===== src/rtl/conv3d_ctrl_pkg.sv =====
// rtl/conv3d_ctrl_pkg.sv - state encoding, default geometry and width helpers for conv3d_frame_ctrl
package conv3d_ctrl_pkg;

   typedef enum logic [2:0] {
      IDLE,
      START,
      STREAM,
      DRAIN,
      DONE
   } ctrl_state_e;

   function automatic int clog2(input int value);
      int r;
      r = 0;
      while ((1 << r) < value) r = r + 1;
      return r;
   endfunction

   localparam int FRAME_H_MAX_DEF   = 224;
   localparam int FRAME_W_MAX_DEF   = 224;
   localparam int DRAIN_TIMEOUT_DEF = 1024;

   localparam int DIM_H_W_DEF = clog2(FRAME_H_MAX_DEF) + 1;
   localparam int DIM_W_W_DEF = clog2(FRAME_W_MAX_DEF) + 1;
   localparam int NPIX_W_DEF  = clog2(FRAME_H_MAX_DEF * FRAME_W_MAX_DEF) + 1;
   localparam int TMO_W_DEF   = clog2(DRAIN_TIMEOUT_DEF) + 1;

endpackage


===== src/rtl/conv3d_frame_ctrl_cnt.sv =====
// rtl/conv3d_frame_ctrl_cnt.sv - loadable up-counter with terminal compare on its next value
module conv3d_frame_ctrl_cnt #(
   parameter int W = 8
) (
   input  logic         clk,
   input  logic         reset,
   input  logic         load_i,
   input  logic [W-1:0] load_val_i,
   input  logic         inc_i,
   input  logic [W-1:0] term_i,
   output logic [W-1:0] cnt_o,
   output logic         hit_o
);

   logic [W-1:0] cnt_q, cnt_d;

   always_comb begin
      cnt_d = cnt_q;
      if (load_i) begin
         cnt_d = load_val_i;
      end else if (inc_i) begin
         cnt_d = cnt_q + W'(1);
      end
   end

   always_ff @(posedge clk) begin
      if (reset) begin
         cnt_q <= '0;
      end else begin
         cnt_q <= cnt_d;
      end
   end

   assign cnt_o = cnt_q;
   // hit fires in the cycle whose increment lands on term, so callers can act without a lag cycle
   assign hit_o = inc_i && !load_i && ((cnt_q + W'(1)) == term_i);

endmodule


===== src/rtl/conv3d_frame_ctrl.sv =====
// rtl/conv3d_frame_ctrl.sv - frame job sequencer for the conv3d datapath (perf counters under CONV3D_FRAME_CTRL_PERF_EN)
module conv3d_frame_ctrl
   import conv3d_ctrl_pkg::*;
#(
   parameter  int FRAME_H_MAX   = FRAME_H_MAX_DEF,
   parameter  int FRAME_W_MAX   = FRAME_W_MAX_DEF,
   parameter  int DIN_WIDTH     = 8,
   parameter  int CHANNELS_IN   = 4,
   parameter  int DRAIN_TIMEOUT = DRAIN_TIMEOUT_DEF,
   localparam int DIM_H_W       = clog2(FRAME_H_MAX) + 1,
   localparam int DIM_W_W       = clog2(FRAME_W_MAX) + 1,
   localparam int NPIX_W        = clog2(FRAME_H_MAX * FRAME_W_MAX) + 1,
   localparam int TMO_W         = clog2(DRAIN_TIMEOUT) + 1,
   localparam int PIX_W         = CHANNELS_IN * DIN_WIDTH
) (
   input  logic               clk,
   input  logic               reset,
   input  logic               cmd_vld,
   output logic               cmd_rdy,
   input  logic [DIM_H_W-1:0] cmd_frame_h,
   input  logic [DIM_W_W-1:0] cmd_frame_w,
   input  logic               pix_vld,
   output logic               pix_rdy,
   input  logic [PIX_W-1:0]   pix_data,
   output logic [DIM_H_W-1:0] frame_h,
   output logic [DIM_W_W-1:0] frame_w,
   output logic               frame_start,
   output logic               din_vld,
   output logic [PIX_W-1:0]   din,
   input  logic               conv_dout_vld,
   output logic               busy,
   output logic               job_done,
   output logic               job_err
`ifdef CONV3D_FRAME_CTRL_PERF_EN
   ,
   output logic [31:0]        perf_stall_cyc,
   output logic [31:0]        perf_drain_cyc,
   output logic [15:0]        perf_jobs
`endif
);

   ctrl_state_e        state_q, state_d;
   logic [DIM_H_W-1:0] frame_h_q, frame_h_d;
   logic [DIM_W_W-1:0] frame_w_q, frame_w_d;
   logic [NPIX_W-1:0]  npix_q, npix_d;
   logic               err_q, err_d;
   logic [PIX_W-1:0]   din_q;
   logic               din_vld_q;

   logic [NPIX_W-1:0]  in_cnt, out_cnt;
   logic [TMO_W-1:0]   tmo_cnt;
   logic               in_hit, out_hit, tmo_hit;
   logic               cmd_acc, cmd_ok, pix_acc, out_inc, out_done, timeout;

   assign cmd_rdy     = (state_q == IDLE) && !reset;
   assign pix_rdy     = (state_q == STREAM) && (in_cnt < npix_q);
   assign frame_start = (state_q == START);
   assign busy        = (state_q != IDLE);
   assign job_done    = (state_q == DONE);
   assign job_err     = (state_q == DONE) && err_q;
   assign frame_h     = frame_h_q;
   assign frame_w     = frame_w_q;
   assign din         = din_q;
   assign din_vld     = din_vld_q;

   assign cmd_acc  = cmd_vld && cmd_rdy;
   assign cmd_ok   = (cmd_frame_h != '0) && (cmd_frame_h <= DIM_H_W'(FRAME_H_MAX)) &&
                     (cmd_frame_w != '0) && (cmd_frame_w <= DIM_W_W'(FRAME_W_MAX));
   assign pix_acc  = pix_vld && pix_rdy;
   assign out_inc  = conv_dout_vld && ((state_q == STREAM) || (state_q == DRAIN));
   assign out_done = out_hit || (out_cnt == npix_q);
   assign timeout  = tmo_hit || (tmo_cnt == TMO_W'(DRAIN_TIMEOUT));

   conv3d_frame_ctrl_cnt #(.W(NPIX_W)) u_in_cnt (
      .clk        (clk),
      .reset      (reset),
      .load_i     (state_q == START),
      .load_val_i ('0),
      .inc_i      (pix_acc),
      .term_i     (npix_q),
      .cnt_o      (in_cnt),
      .hit_o      (in_hit)
   );

   conv3d_frame_ctrl_cnt #(.W(NPIX_W)) u_out_cnt (
      .clk        (clk),
      .reset      (reset),
      .load_i     (state_q == START),
      .load_val_i ('0),
      .inc_i      (out_inc),
      .term_i     (npix_q),
      .cnt_o      (out_cnt),
      .hit_o      (out_hit)
   );

   // held at zero outside DRAIN so the idle window only starts once the last pixel is in
   conv3d_frame_ctrl_cnt #(.W(TMO_W)) u_tmo_cnt (
      .clk        (clk),
      .reset      (reset),
      .load_i     ((state_q != DRAIN) || conv_dout_vld),
      .load_val_i ('0),
      .inc_i      ((state_q == DRAIN) && !conv_dout_vld),
      .term_i     (TMO_W'(DRAIN_TIMEOUT)),
      .cnt_o      (tmo_cnt),
      .hit_o      (tmo_hit)
   );

   always_comb begin
      state_d   = state_q;
      frame_h_d = frame_h_q;
      frame_w_d = frame_w_q;
      npix_d    = npix_q;
      err_d     = err_q;
      case (state_q)
         IDLE: begin
            if (cmd_acc) begin
               if (cmd_ok) begin
                  frame_h_d = cmd_frame_h;
                  frame_w_d = cmd_frame_w;
                  npix_d    = NPIX_W'(cmd_frame_h) * NPIX_W'(cmd_frame_w);
                  err_d     = 1'b0;
                  state_d   = START;
               end else begin
                  err_d   = 1'b1;
                  state_d = DONE;
               end
            end
         end
         START:  state_d = STREAM;
         STREAM: if (in_hit) state_d = DRAIN;
         DRAIN: begin
            if (out_done) begin
               err_d   = 1'b0;
               state_d = DONE;
            end else if (timeout) begin
               err_d   = 1'b1;
               state_d = DONE;
            end
         end
         DONE:    state_d = IDLE;
         default: state_d = IDLE;
      endcase
   end

   always_ff @(posedge clk) begin
      if (reset) begin
         state_q   <= IDLE;
         frame_h_q <= '0;
         frame_w_q <= '0;
         npix_q    <= '0;
         err_q     <= 1'b0;
         din_q     <= '0;
         din_vld_q <= 1'b0;
      end else begin
         state_q   <= state_d;
         frame_h_q <= frame_h_d;
         frame_w_q <= frame_w_d;
         npix_q    <= npix_d;
         err_q     <= err_d;
         din_vld_q <= pix_acc;
         if (pix_acc) din_q <= pix_data;
      end
   end

`ifdef CONV3D_FRAME_CTRL_PERF_EN
   logic [31:0] stall_q, drain_q;
   logic [15:0] jobs_q;

   always_ff @(posedge clk) begin
      if (reset) begin
         stall_q <= '0;
         drain_q <= '0;
         jobs_q  <= '0;
      end else begin
         if (pix_rdy && !pix_vld && (stall_q != '1)) stall_q <= stall_q + 32'd1;
         if ((state_q == DRAIN) && (drain_q != '1)) drain_q <= drain_q + 32'd1;
         if (job_done && !err_q && (jobs_q != '1)) jobs_q <= jobs_q + 16'd1;
      end
   end

   assign perf_stall_cyc = stall_q;
   assign perf_drain_cyc = drain_q;
   assign perf_jobs      = jobs_q;
`endif

endmodule


===== config.mk =====
export PLATFORM = sky130hd
export DESIGN_NAME = conv3d_frame_ctrl
export DESIGN_NICKNAME = d
export VERILOG_FILES = /design/src/rtl/conv3d_ctrl_pkg.sv /design/src/rtl/conv3d_frame_ctrl_cnt.sv /design/src/rtl/conv3d_frame_ctrl.sv
export SDC_FILE = /design/constraint.sdc
export NUM_CORES = 1
export LEC_CHECK = 0
export ABC_CLOCK_PERIOD_IN_PS = 6000
export BUFFER_PORTS_ARGS = -buffer_cell sky130_fd_sc_hd__buf_2
export CAP_MARGIN = 20
export CORE_UTILIZATION = 61
export CTS_BUF_LIST = sky130_fd_sc_hd__clkbuf_4
export DETAILED_ROUTE_END_ITERATION = 7
export GPL_TIMING_DRIVEN = 0
export MAX_ROUTING_LAYER = met4
export PLACE_DENSITY_LB_ADDON = 0.1
export SYNTH_ARGS = -nofsm -noshare
export SYNTH_HDL_FRONTEND = slang
export SYNTH_SLANG_ARGS = --single-unit
export TNS_END_PERCENT = 100

===== constraint.sdc =====
create_clock -name clk -period 6 [get_ports clk]
set_input_delay 1.2 -clock clk [delete_from_list [all_inputs] [get_ports clk]]
set_output_delay 1.2 -clock clk [all_outputs]
set_load 0.1 [all_outputs]

* Word-level counts from Yosys, hierarchy flattened
Index checks and enable logic that the tools add are counted.
** Storage, ports and cells
- Word-level logic and storage cells :: 75
- Output and inout bits :: 57
- Bits in registers :: 117
- Input bits :: 55
** Operators by class
- Reduce and logical (&&, ||, !) cells :: 34
- Multipliers :: 1
- Mux-type cells :: 11
- Eq/ne operators :: 13
- Add/subtract/negate cells :: 3
- $lt $le $gt $ge :: 3
** Operator list (count)
- $eq A17 B17 Y1 :: 3
- $add A17 B1 Y17 const B :: 2
- $eq A11 B11 Y1 const B :: 2
- $le A9 B8 Y1 const B :: 2
- $reduce_bool A9 Y1 :: 2
- $lt A17 B17 Y1 :: 1
- $mul A9 B9 Y17 :: 1
- $logic_and A1 B1 Y1 :: 16
- $mux W3 :: 5
- $pmux W3 S4 :: 1
- $add A11 B1 Y11 const B :: 1
- $reduce_and A3 Y1 :: 3
- $eq A3 B2 Y1 const B :: 2
- $logic_not A1 Y1 :: 4
- $logic_or A1 B1 Y1 :: 4
- $mux W1 :: 4
- $ne A2 B2 Y1 const B :: 2
- $reduce_or A2 Y1 :: 2
- $eq A3 B1 Y1 const B :: 1
- $eq A3 B3 Y1 const B :: 1
- $logic_not A3 Y1 :: 1
- $ne A3 B2 Y1 const B :: 1
- $ne A3 B3 Y1 const B :: 1
- $reduce_bool A3 Y1 :: 1
- 2 further kinds :: 2

* Depth between registers and ports, before layout
Gate-level depths: netlist (run 1).
- Depth in word-level cells :: 9
- Depth in mapped cells :: 19
- Depth with buffers taken out :: 18

* Hierarchy
A second synthesis (run 1) with hierarchy kept.
** Second synthesis, totals
- Cells, all modules :: 1249
- Area total of the unflattened synthesis :: 10083.4 um2
** Modules (own cells, without submodules)
- conv3d_frame_ctrl :: sequential area each 1441.4 um2, times used 1, cells an instance 745, area an instance 6092.1 um2
- conv3d_frame_ctrl_cnt at u_in_cnt ... :: sequential area each 340.3 um2, times used 2, cells an instance 191, area an instance 1493.9 um2
- conv3d_frame_ctrl_cnt at u_tmo_cnt :: sequential area each 220.2 um2, times used 1, cells an instance 122, area an instance 1003.5 um2

* Worst setup path before layout (run 1)
No wires, ideal clock.
- Path kind :: input port to flip-flop
- Start point :: input cmd_frame_h[4]
- End point :: register npix_q[14]
- Cell stages on the path :: 16
- Setup time :: 0.131 ns
- Path slack :: 0.862 ns
- Data required time :: 5.869 ns
- Arrival time :: 5.008 ns
- Buffers on the path :: 1
- Path through :: clkbuf_1 nand2_1 fa_1 inv_1 fa_1 fa_1 inv_1 fa_1 inv_1 ha_1 or3_1 o21ai_0 a211oi_1 nor3_1 xor2_1 o21ai_0
** On the way
- Cells in the longest elaborated chain, start to end :: 5
- Elaborated cells on any way between the ends :: 7
- Those cells by class :: mul: 1; order compare: 1; reduce/logical: 5
** Ends and longest elaborated chain
- start: declaration :: RTL line conv3d_frame_ctrl.sv:20 : input logic [DIM_H_W-1:0] cmd_frame_h,
- branches (longest 5 deep; another with $mul A9 B9 Y17)
- end signal: assignment :: RTL line conv3d_frame_ctrl.sv:158 : npix_q <= npix_d;
- end: declaration :: RTL line conv3d_frame_ctrl.sv:45 : logic [NPIX_W-1:0] npix_q, npix_d;
Parallel ways; which one is timed is not known.
A chain may end at the register's enable or synchronous reset.

* Worst setup path after layout (run 1)
- Start point :: input cmd_frame_h[5]
- End point :: register npix_q[16]
The elaborated chain is that of the path after synthesis.

==> impl_metrics.env, run 1 <==
export IMPL_rsz0062_at_grt="no"
export IMPL_leakagePower_nw=4.37
export IMPL_synth_top_area_share_pct=26.0
export IMPL_grt_pass1_vias=7663
export IMPL_hold_viol=0
export IMPL_timing_critical_path_required_ns=6.47
export IMPL_grt_max_degree=17
export IMPL_setup_tns_ns=0
export IMPL_ys_seq_area_share_pct=26.0
export IMPL_synth_cell_types=62
export IMPL_io_buffers=108
export IMPL_clk_latency_ns=0.59
export IMPL_path_clk_slew_ns=0.12
export IMPL_crit_path_end_kind="register"
export IMPL_fin_cells=1476
export IMPL_fin_crit_ns=5.14
export IMPL_p_per_area_nw_per_um2=236
export IMPL_antenna_found_initial=0
export IMPL_row_count=44
export IMPL_synth_area_leaders="dfxtp_1, fa_1, ha_1, nand2_1, xnor2_1"
export IMPL_cts_htree_levels=4
export IMPL_post_place_cells=1444
export IMPL_fillers=1301
export IMPL_outcome="complete, no violations"
export IMPL_drtIter0Drc=498
export IMPL_ys_ff_latch=117
export IMPL_post_route_period_util_pct=85.7
export IMPL_vias=8270
export IMPL_ios=112
export IMPL_start_kind="primary input"
export IMPL_tightest_slew_ns=0.825
export IMPL_setup_violations_final=0
export IMPL_fin_util_pct=69.6
export IMPL_worst_ir_drop_vdd_mv=0.201
export IMPL_syn_area_um2=9020
export IMPL_core_area_um2=14500
export IMPL_clockBufferDepth=2
export IMPL_areaGrowthSynthToFinish_pct=11.7
export IMPL_drc=0
export IMPL_min_path_type="reg2reg"
export IMPL_cts_resized=0
export IMPL_cts_tree="done"
export IMPL_ys_warn_count=0
export IMPL_wirelength_um=22700
export IMPL_routedWlPerCell_um=15.4
export IMPL_cts_buffers=17
export IMPL_synthFlopType="dfxtp_1"
export IMPL_synth_simple_area_share_pct=26.8
export IMPL_ant_nets=0
export IMPL_track_usage_pct=32.2
export IMPL_drtPass1Iterations=7
export IMPL_drt_vias_per_instance=5.60
export IMPL_initial_core_util_pct=62.3
export IMPL_hold_buffers=0
export IMPL_synth_async_sr_flop_share_pct=0
export IMPL_muxShareOfSynthArea_pct=0.222
export IMPL_slew_violations=0
export IMPL_grt_remaining_overflow=0
export IMPL_fin_nets=1441
export IMPL_synth_compound_area_share_pct=11.9
export IMPL_routabilityCongestion=0.949
export IMPL_synth_top_cell_by_area="dfxtp_1"
export IMPL_cts_setup_buffers=0
export IMPL_cts_root_buf="clkbuf_4"
export IMPL_die_area_um2=15300
export IMPL_synth_fa_ha_area_share_pct=18.9
export IMPL_fmax_mhz=194
export IMPL_clock_skew_ns=0.0225
export IMPL_synth_avg_cell_area_um2=7.83
export IMPL_drive_above_1_share_pct=14.2
export IMPL_synth_nets=1314
export IMPL_cts_sinks=117
export IMPL_critPathMaxFanout=10
export IMPL_synth_xor_area_share_pct=8.06
export IMPL_crit_type="in2reg"
export IMPL_place_hpwl_um=17400
export IMPL_max_slew_margin_rel_pct=44.9
export IMPL_synth_top_family_by_area="simple AND/OR/NAND/NOR gates"
export IMPL_crit_arrival_ns=5.61
export IMPL_fp_dieH_um=124
export IMPL_synth_edf_count=0
export IMPL_dieWidth_um=124
export IMPL_drv_cap=0
export IMPL_total_power_mw=2.38
export IMPL_synth_cells=1152
export IMPL_diodes=0
export IMPL_grt_pass1_wl_um=37000
==> cells in the mapped netlist, drive strengths merged, types with 3 or more instances <==
cell     count
clkbuf      45
xnor2       54
o2111ai      3
nor3b        6
a211oi       6
ha          58
nor2        67
a31oi        9
fa          49
a311oi       4
and2        45
o21a         7
nor2b        9
o21ai       30
a21oi       87
a2111oi      5
nand3       36
nor3        37
nor4        16
and4        10
nand4       18
and3        12
o211ai       3
buf         31
inv        104
nand2      189
o31ai        3
nand3b       9
nand2b       5
xor2        29
or3         21
dfxtp      117
==> flip-flops by register name, indices dropped and copies added, names as in the netlist <==
signal,flops
state_q,3
frame_w,9
frame_h,9
din_vld,1
u_in_cnt.cnt_o,17
u_tmo_cnt.cnt_o,11
npix_q,17
u_out_cnt.cnt_o,17
din,32
err_q,1
==> placed cells by master, fill, tap and decap left out, types with 7 or more instances in the layout <==
cell      netlist  layout
nor2_1         66      66
nand3_1        36      36
xnor2_1        54      54
a21oi_1        87      87
clkbuf_1       45      45
and4_1          9       9
buf_2          23     131
nand3b_1        8       8
fa_1           49      49
xor2_1         29      29
clkbuf_4        0      17
dfxtp_1       117     117
a31oi_1         9       9
nor4_1         14      14
nand2_1       189     189
nor2b_1         9       9
ha_1           58      58
nand4_1        17      17
or3_1          21      21
buf_4           8       8
o21ai_0        27      27
and3_1         11      11
and2_1         45      45
inv_1         104     104
nor3_1         37      37
o21a_1          7       7
==> worst max-delay path, cell delays in order <==
cell,delay (ns)
buf_2,0.10
clkbuf_1,0.46
nand2_1,0.15
fa_1,0.52
inv_1,0.05
fa_1,0.47
fa_1,0.54
inv_1,0.05
fa_1,0.56
inv_1,0.05
ha_1,0.35
or3_1,0.39
o21ai_0,0.11
a211oi_1,0.12
nor3_1,0.26
nor4_1,0.08
nand3b_1,0.15
==> logic make-up (layout without fill, tap and decap cells) <==
group	count (synthesis)	count (layout)
AOI/OAI and AO/OA	176	176
xor gates and xnor gates	83	83
adders and majority gates	107	107
buffers and inverters	180	320
DFF	117	117
muxes	2	2
and+or+nand+nor	487	487
==> per-layer routing <==
metal	routed length (um)	track usage, %	up-vias
met5	0	-	-
met4	616	10.8	0
met3	1420	6.27	47
met2	10200	49.6	264
met1	10400	42.4	3870
li1	-	-	4089
==> final timing paths <==
path / start / to / slack [ns] / depth (start not counted)
worst min-delay path: din[0] / din[0] / 0.46 / 2
worst min register to register: din[0] / din[0] / 0.46 / 2
worst max register to register: npix_q[12] / din[20] / 2.81 / 11
worst max-delay path: cmd_frame_h[5] / npix_q[16] / 0.86 / 17
==> metrics by stage <==
step                      area [um2]  worst slack (ns)  hold WS, ns
after CTS                      10100             0.916        0.461
after detailed placement        9790             0.288        0.443
final                          10100             0.858        0.461
after floorplan                 9020             0.862        0.452
after global placement          9790             0.318        0.439
after global routing           10100             0.614        0.471
==> area by class of cell <==
class	instances	area (um2)	share of cell area, %
Buffer	76	344	3.41
Clock buffer	17	128	1.27
Clock inverter	15	160	1.59
Inverter	104	390	3.87
Multi-Input combinational cell	855	5940	59.0
Sequential cell	117	2340	23.2
Tap cell	184	230	2.28
Timing Repair Buffer	108	541	5.36
==> power by group <==
part           switching, mW  internal [mW]
Sequential            0.0154          0.790
Clock                  0.397          0.189
Combinational          0.597          0.389
(Power assumes the default switching activity.)
==> run 2, diff against run 1 <==
--- a/config.mk
+++ b/config.mk
@@ -14,6 +14,7 @@
 export GPL_TIMING_DRIVEN = 0
 export MAX_ROUTING_LAYER = met4
 export PLACE_DENSITY_LB_ADDON = 0.1
+export RECOVER_POWER = 50
 export SYNTH_ARGS = -nofsm -noshare
 export SYNTH_HDL_FRONTEND = slang
 export SYNTH_SLANG_ARGS = --single-unit
==> impl_metrics.env, run 2 (synthesis gave the netlist of run 1 again) <==
export IMPL_outcome="complete, no violations"
export IMPL_p_comb_share_pct=41.4
export IMPL_grt_pass1_wl_um=37000
export IMPL_crit_chain="clkbuf_1, inv_1, ha_1, nand2_1, o21ai_1, a2111oi_2, a211oi_1, clkbuf_1, nor2_1, buf_2"
export IMPL_switchingPower_mw=1.01
export IMPL_fp_dieH_um=124
export IMPL_cpMostUsedCell="clkbuf_1"
export IMPL_io_buffers=108
export IMPL_cts_htree_levels=4
export IMPL_cts_buffers=17
export IMPL_worst_ir_drop_vdd_mv=0.198
export IMPL_rr_endpoint="u_in_cnt.cnt_o[3]"
export IMPL_dieWidth_um=124
export IMPL_ant_nets=0
export IMPL_reg2reg_depth=11
export IMPL_final_common_cell="nand2_1"
export IMPL_clockBufferDepth=2
export IMPL_hold_buffers=0
export IMPL_leakagePower_nw=4.13
export IMPL_start_kind="register"
export IMPL_drc=0
export IMPL_setup_tns_ns=0
export IMPL_core_area_um2=14500
export IMPL_post_place_cells=1444
export IMPL_post_route_period_util_pct=87.3
export IMPL_cts_tree="done"
export IMPL_diodes=0
export IMPL_p_per_area_nw_per_um2=237
export IMPL_cts_resized=0
export IMPL_grt_remaining_overflow=0
export IMPL_power_frac_seq_pct=33.9
export IMPL_initial_core_util_pct=62.3
export IMPL_tightest_slew_ns=1.28
export IMPL_grt_pass1_vias=7663
export IMPL_cts_sinks=117
export IMPL_track_usage_pct=32.2
export IMPL_drtIter0Drc=596
export IMPL_hold_end="din[24]"
export IMPL_drtPass1Iterations=5
export IMPL_min_delay_start="din[24]"
export IMPL_crit_family="compound AO/OA/AOI/OAI gates"
export IMPL_largest_register_ffs=32
export IMPL_grt_max_degree=17
export IMPL_fmax_mhz=191
export IMPL_timing_critical_path_required_ns=4.80
export IMPL_areaGrowthSynthToFinish_pct=10.9
export IMPL_place_hpwl_um=17400
export IMPL_routedWlPerCell_um=15.4
export IMPL_clk_latency_ns=0.58
export IMPL_clock_skew_ns=0.0228
export IMPL_slowest_delay_ns=1.05
export IMPL_drv_cap=0
export IMPL_switching_share_pct=42.5
export IMPL_r2r_slack_ns=2.41
export IMPL_clockPowerShare_pct=24.7
export IMPL_drive_above_1_share_pct=9.91
export IMPL_die_area_um2=15300
export IMPL_path_buf_inv=4
export IMPL_min_path_type="reg2reg"
export IMPL_fillers=1332
export IMPL_p_int_mw=1.36
export IMPL_cts_root_buf="clkbuf_4"
export IMPL_routabilityCongestion=0.949
export IMPL_cts_setup_buffers=0
export IMPL_crit_slowest_cell="a211oi_1"
export IMPL_path_clk_slew_ns=0.12
export IMPL_critPathMaxFanout=10
export IMPL_rsz0062_at_grt="no"
export IMPL_r2r_start="npix_q[12]"
export IMPL_fin_nets=1441
export IMPL_fin_util_pct=69.0
export IMPL_row_count=44
export IMPL_drt_vias_per_instance=5.62
export IMPL_crit_type="reg2out"
export IMPL_slew_violations=0
export IMPL_antenna_found_initial=0
export IMPL_max_slew_margin_rel_pct=14.3
export IMPL_vias=8288
export IMPL_ios=112
export IMPL_final_cell_mix="nand2_1, dfxtp_1, inv_1, clkbuf_1, a21oi_1"
export IMPL_crit_path_end_kind="primary output"
export IMPL_setup_violations_final=0
export IMPL_wirelength_um=22700
export IMPL_min_path_cells=2
export IMPL_hold_viol=0
export IMPL_crit_arrival_ns=4.04
export IMPL_fin_cells=1476
export IMPL_fin_crit_ns=5.24
==> run 2: worst max-delay path by stage <==
stage,start,end,cells past startpoint
detailed placement,cmd_frame_h[5],npix_q[14],17
CTS,cmd_frame_h[5],npix_q[16],17
floorplan,cmd_frame_h[4],npix_q[14],16
finish,npix_q[12],pix_rdy,10
global route,npix_q[2],pix_rdy,10
global placement,cmd_frame_w[5],npix_q[16],17
==> run 2: worst reg2reg max path, delay by kind of cell (launching register included) <==
family	cells	cell delay (ns)
adders and majority gates	1	0.35
buffers and inverters	3	1.00
AOI/OAI and AO/OA	3	1.33
and+or+nand+nor	3	0.27
xor gates and xnor gates	1	0.18
DFF	1	0.33
==> run 2: per-layer routing <==
metal	global-route usage [%]	share of wire, %	up-vias
li1	-	-	4093
met1	42.4	46	3915
met2	49.6	45	243
met3	6.27	6.1	37
met4	10.8	2.3	0
met5	-	0	-
==> run 2: power groups by stage <==
stage / registers, mW / logic (mW) / clock network [mW]
3_5_place_dp: 0.822 / 0.973 / 0
3_3_place_gp: 0.822 / 0.953 / 0
4_1_cts: 0.805 / 0.980 / 0.598
2_1_floorplan: 0.839 / 0.734 / 0
5_1_grt: 0.807 / 1.13 / 0.633
6_report: 0.805 / 0.983 / 0.585
==> run 2: layout make-up <==
cell class / instances / area (um2) / share of cell area (%)
buffer: 76 / 340 / 3.40
clock buffer: 17 / 128 / 1.28
clock inverter: 15 / 160 / 1.60
inverter: 104 / 390 / 3.90
multi-input combinational: 855 / 5930 / 59.3
sequential: 117 / 2340 / 23.4
tap: 184 / 230 / 2.30
timing repair buffer: 108 / 477 / 4.77
==> run 2: per-stage QoR <==
stage	hold slack, ns	instance area [um2]	setup slack (ns)	power [mW]
after floorplan	0.452	9020	0.862	1.57
after global placement	0.439	9790	0.318	1.77
after detailed placement	0.443	9790	0.288	1.80
after CTS	0.461	10100	0.916	2.38
after global routing	0.474	10000	0.460	2.57
final	0.461	10000	0.764	2.37
